$ cat src/rtl/fpga_cfg_pkg.sv
// rtl/fpga_cfg_pkg.sv - shared constants and state encoding for the fabric configuration loader
package fpga_cfg_pkg;

    localparam logic [15:0] CFG_MAGIC = 16'hFC0F;

    localparam int MAGIC_MSB = 31;
    localparam int MAGIC_LSB = 16;
    localparam int COUNT_MSB = 7;
    localparam int COUNT_LSB = 0;

    typedef enum logic [2:0] {
        IDLE,
        HEADER,
        PAYLOAD,
        CHECK,
        COMMIT
    } cfg_state_t;

endpackage

$ cat src/rtl/fpga_cfg_loader.sv
// rtl/fpga_cfg_loader.sv - streamed bitstream loader with header/checksum validation and atomic commit
module fpga_cfg_loader
    import fpga_cfg_pkg::*;
#(
    parameter int NUM_LUT = 8,
    parameter int LUT_K   = 4,
    parameter int NUM_SB  = 5,
    parameter int SB_BITS = 16,
    parameter int WORD_W  = 32
) (
    input  logic                                clock,
    input  logic                                reset,
    input  logic                                start,
    input  logic                                cfg_valid,
    output logic                                cfg_ready,
    input  logic [WORD_W-1:0]                   cfg_data,
    output logic [NUM_LUT*(2**LUT_K + 1)-1:0]   lut_cfg,
    output logic [NUM_SB*SB_BITS-1:0]           sb_cfg,
    output logic                                cfg_locked,
    output logic                                busy,
    output logic                                done,
    output logic                                error
);

    localparam int LUT_BITS = 2**LUT_K + 1;
    localparam int NUM_CFG  = NUM_LUT + NUM_SB;
    localparam int CNT_W    = $clog2(NUM_CFG + 1);
    localparam logic [CNT_W-1:0] LAST_IDX  = CNT_W'(NUM_CFG - 1);
    localparam logic [7:0]       HDR_COUNT = 8'(NUM_CFG);

    cfg_state_t        state;
    cfg_state_t        state_nxt;
    logic [CNT_W-1:0]  cnt;
    logic [WORD_W-1:0] csum;
    logic              hdr_ok;
    logic              clear_load;
    logic              load_word;
    logic              set_error;
    logic              commit;

    assign hdr_ok = (cfg_data[MAGIC_MSB:MAGIC_LSB] == CFG_MAGIC) &&
                    (cfg_data[COUNT_MSB:COUNT_LSB] == HDR_COUNT);

    always_ff @(posedge clock or posedge reset) begin
        if (reset) begin
            state <= IDLE;
        end else begin
            state <= state_nxt;
        end
    end

    always_comb begin
        state_nxt  = state;
        cfg_ready  = 1'b0;
        busy       = 1'b1;
        done       = 1'b0;
        clear_load = 1'b0;
        load_word  = 1'b0;
        set_error  = 1'b0;
        commit     = 1'b0;
        case (state)
            IDLE: begin
                busy = 1'b0;
                if (start) begin
                    clear_load = 1'b1;
                    state_nxt  = HEADER;
                end
            end
            HEADER: begin
                cfg_ready = 1'b1;
                if (cfg_valid) begin
                    if (hdr_ok) begin
                        state_nxt = PAYLOAD;
                    end else begin
                        set_error = 1'b1;
                        state_nxt = IDLE;
                    end
                end
            end
            PAYLOAD: begin
                cfg_ready = 1'b1;
                if (cfg_valid) begin
                    load_word = 1'b1;
                    if (cnt == LAST_IDX) begin
                        state_nxt = CHECK;
                    end
                end
            end
            CHECK: begin
                cfg_ready = 1'b1;
                if (cfg_valid) begin
                    if (cfg_data == csum) begin
                        state_nxt = COMMIT;
                    end else begin
                        set_error = 1'b1;
                        state_nxt = IDLE;
                    end
                end
            end
            COMMIT: begin
                done      = 1'b1;
                commit    = 1'b1;
                state_nxt = IDLE;
            end
            default: state_nxt = IDLE;
        endcase
    end

    always_ff @(posedge clock or posedge reset) begin
        if (reset) begin
            cnt        <= '0;
            csum       <= '0;
            error      <= 1'b0;
            cfg_locked <= 1'b0;
        end else begin
            if (clear_load) begin
                cnt   <= '0;
                csum  <= '0;
                error <= 1'b0;
            end
            if (set_error) begin
                error <= 1'b1;
            end
            if (load_word) begin
                cnt  <= cnt + CNT_W'(1);
                csum <= csum ^ cfg_data;
            end
            if (commit) begin
                cfg_locked <= 1'b1;
            end
        end
    end

    // Shadows fill word by word; active copies only move on commit, so the fabric never sees a partial load.
    for (genvar i = 0; i < NUM_LUT; i++) begin : g_lut
        logic [LUT_BITS-1:0] shadow;
        logic [LUT_BITS-1:0] active;
        always_ff @(posedge clock or posedge reset) begin
            if (reset) begin
                shadow <= '0;
                active <= '0;
            end else begin
                if (load_word && (cnt == CNT_W'(i))) begin
                    shadow <= cfg_data[LUT_BITS-1:0];
                end
                if (commit) begin
                    active <= shadow;
                end
            end
        end
        assign lut_cfg[i*LUT_BITS +: LUT_BITS] = active;
    end

    for (genvar j = 0; j < NUM_SB; j++) begin : g_sb
        logic [SB_BITS-1:0] shadow;
        logic [SB_BITS-1:0] active;
        always_ff @(posedge clock or posedge reset) begin
            if (reset) begin
                shadow <= '0;
                active <= '0;
            end else begin
                if (load_word && (cnt == CNT_W'(NUM_LUT + j))) begin
                    shadow <= cfg_data[SB_BITS-1:0];
                end
                if (commit) begin
                    active <= shadow;
                end
            end
        end
        assign sb_cfg[j*SB_BITS +: SB_BITS] = active;
    end

endmodule
$ cat config.mk
export PLATFORM = sky130hd
export DESIGN_NAME = fpga_cfg_loader
export DESIGN_NICKNAME = d
export VERILOG_FILES = /design/src/rtl/fpga_cfg_pkg.sv /design/src/rtl/fpga_cfg_loader.sv
export SDC_FILE = /design/constraint.sdc
export NUM_CORES = 1
export LEC_CHECK = 0
export ABC_CLOCK_PERIOD_IN_PS = 15120
export CAP_MARGIN = 20
export CORE_MARGIN = 3
export CORE_UTILIZATION = 49
export DETAILED_ROUTE_END_ITERATION = 10
export PLACE_DENSITY = 0.76
export RECOVER_POWER = 50
export SLEW_MARGIN = 20
export SYNTH_ARGS = -nofsm -noshare
export SYNTH_HDL_FRONTEND = slang
export SYNTH_SLANG_ARGS = --single-unit
$ cat constraint.sdc
create_clock -name clock -period 15.12 [get_ports clock]
set_clock_uncertainty 0.15 [all_clocks]
set_input_delay 3.024 -clock clock [delete_from_list [all_inputs] [get_ports clock]]
set_output_delay 3.024 -clock clock [all_outputs]
set_load 0.02 [all_outputs]
==> summary.txt <==
failing checks: max-capacitance violations, max-slew violations
worst reg-to-reg path cell count: 5
synthesis-to-finish area growth: 24.2%
Yosys top cell area share: 63.9%
TritonCTS clock tree: done
GPL Wtd Cong: 0.776
synth warn: 0
R2R Path End: g_sb[3].active[7]
number of synthesized register bits: 473
pwr/cell area: 136 mW/mm2
Root Buffer: clkbuf_16
Max Cap Viol: 9
first-pass GRT wire length: 69800 um
Arr. time, crit path: 9.04 ns
worst setup path end: g_sb[3].active[7]
final hold vios: 0
# rows: 70
post-route DRC violation count: 0
reg-to-reg setup timing slack: 6.36 ns
# hold bufs at CTS: 0
Worst VDD drop: 98.0 uV
largest net degree at the start of global routing: 83
Post-synth ARST share: 100%
H-tree depth: 2
fraction of layout cells with a size suffix above 1: 33.7%
Antenna Nets Post-Route: 0
Worst-Margin Slew: 4.19 ns
Cell Area, Placed: 0.0215 mm2
Unique masters post-synth: 42
Clk Latency, worst-skew pair: 0.57 ns
Iter 0 DRT Violations: 615
Fin Setup TNS: 0 ns
cell accounting for the most synthesized area: dfrtp_1
Core Area: 0.0370 mm2
Max Buffers Root-to-Sink: 3
Syn Area/Cell: 15.0 um2
Final setup viols: 0
top cells by area, synth: dfrtp_1 (64%), mux2_2 (24%), o21ai_0 (1.8%)
Die Width: 200 um
Mapped Nets: 1273
cts bufs inserted: 48
Min Hold Slack: 0.323 ns
fmax: 114 MHz
Die Ht: 200 um
Mapped Cells: 1233
status: complete, but fails checks
Post-CTS Setup Bufs: 0
Max FO, Critical Path: 69
routed wire length: 44800 um
WL/cell: 22.1 um
worst slack, placed: 8.99 ns
Worst Setup SP: state[0]
Crit path required time: 15.40 ns
Finished Cell Area: 0.0230 mm2
unrepaired setup endpoints after global routing: false
sequential share of the synthesized area: 63.9%
DR vias: 10900
Synth Cell Area: 0.0185 mm2
GR Overflow Total: 0
die area: 0.0402 mm2
Slew Viols, Final: 527
R2R Path Start: state[0]
Tot Pwr: 3.13 mW
# resized after CTS: 0
IO Pins: 257
vias in the first global route: 11600
post-layout minimum cycle time: 8.76 ns
port bufs: 256
Clock transition at path regs: 0.06 ns
crit path kind: flop to flop
type of origin of the critical path: flop
final period utilization: 57.9%
gr usage total: 22.4%
Slew Limit Headroom: -179%
ys flop type: dfrtp_1
worst min-delay path class: flop to flop
number of enable flip-flop cells after synthesis: 0
antenna violations before repair: 0
drt first pass iters: 6
HPWL Detailed: 28100 um
setup slack after layout: 6.36 ns
most numerous cell in the Yosys netlist: dfrtp_1
total clock sinks: 473
Vias per Instance: 5.39
crit end category: flop
Final #Nets: 1527
Initial Util: 50.1%
Commonest cells post-synth: dfrtp_1 (473), mux2_2 (402), nand2_1 (76), o21ai_0 (67), buf_2 (37)
Static Leak: 11.3 nW
[final cells by class]
type                       count  area (um2)
fill                        2850       14000
inverter                       7        27.5
tap                          504         631
timing repair buffer         278        2700
sequential                   473       11800
multi-input combinational    679        6220
clock buffer                  69        1420
clock inverter                15         160
antenna                        1        2.50
[registers in the layout, summed over array words and instances, names as in the netlist]
signal / cells
g_sb.active: 80
cnt: 4
csum: 32
error: 1
g_lut.active: 136
state: 3
cfg_locked: 1
g_lut.shadow: 136
g_sb.shadow: 80
[metal layers]
layer  track usage [%]  wire length (um)
met3              4.68              2300
met2              36.0             21200
met4              5.90               818
met1              31.5             20600
met5                 0                 0
[cell usage in the layout (no fill, tap or decap), types with 2 or more instances in the layout]
cell,n
nand2_1,80
nand2_2,4
and2_1,4
o21ai_0,67
nor4_1,9
clkbuf_1,16
nand2b_1,3
xor2_1,23
nand3_1,7
buf_4,14
and4b_1,2
nand4_1,6
a21oi_1,2
bufinv_16,3
clkinv_2,9
nor2_1,5
inv_6,2
clkbuf_8,12
o21ai_1,10
mux2_4,16
clkbuf_16,49
ha_1,4
a22o_1,6
mux2_1,3
clkdlybuf4s50_1,151
xnor2_1,3
dfrtp_1,473
mux2_2,399
a31oi_1,2
dlygate4sd3_1,105
inv_1,6
nor2b_1,10
[logic make-up (layout without fill, tap and decap cells)]
family	after synthesis	after routing	share of synthesized area (%)
xor+xnor	26	26	1.23
fa+ha+maj	4	4	0.270
simple gates	142	142	4.05
buf+inv	81	369	2.18
flops	473	473	63.9
compound gates	89	89	2.59
other cells	0	1	0
mux	418	418	25.7
[per-stage QoR]
| step | utilization [%] | std cells |
|---|---|---|
| floorplan | - | 1233 |
| global placement | 58.2 | 1941 |
| detailed placement | 58.2 | 1941 |
| CTS | 62.5 | 2025 |
| global route | 62.2 | 2025 |
| finish | 62.2 | 2026 |
[critical path: stages (launching register included)]
cell,delay (ns)
dfrtp_1,0.52
nor2_1,0.22
and2_0,1.78
clkbuf_1,2.49
clkbuf_1,2.78
mux2_2,0.51
[worst min path at each step]
stage                       from                 to  slack, ns  cells after the start
4_1_cts        g_sb[3].shadow[4]  g_sb[3].shadow[4]       0.33                      2
2_1_floorplan  g_sb[0].shadow[1]  g_sb[0].shadow[1]       0.29                      2
5_1_grt        g_sb[3].shadow[4]  g_sb[3].shadow[4]       0.35                      2
6_report              cfg_locked         cfg_locked       0.32                      1
3_3_place_gp   g_sb[3].shadow[4]  g_sb[3].shadow[4]       0.31                      2
3_5_place_dp          cfg_locked         cfg_locked       0.31                      1
[power by group]
group | internal [mW] | leakage [nW] | switching [mW]
clock | 0.702 | 0.786 | 0.480
combinational | 0.197 | 4.07 | 0.121
sequential | 1.51 | 6.42 | 0.120
total | 2.41 | 11.3 | 0.721
Note: power is estimated with default switching activity, not from simulation.
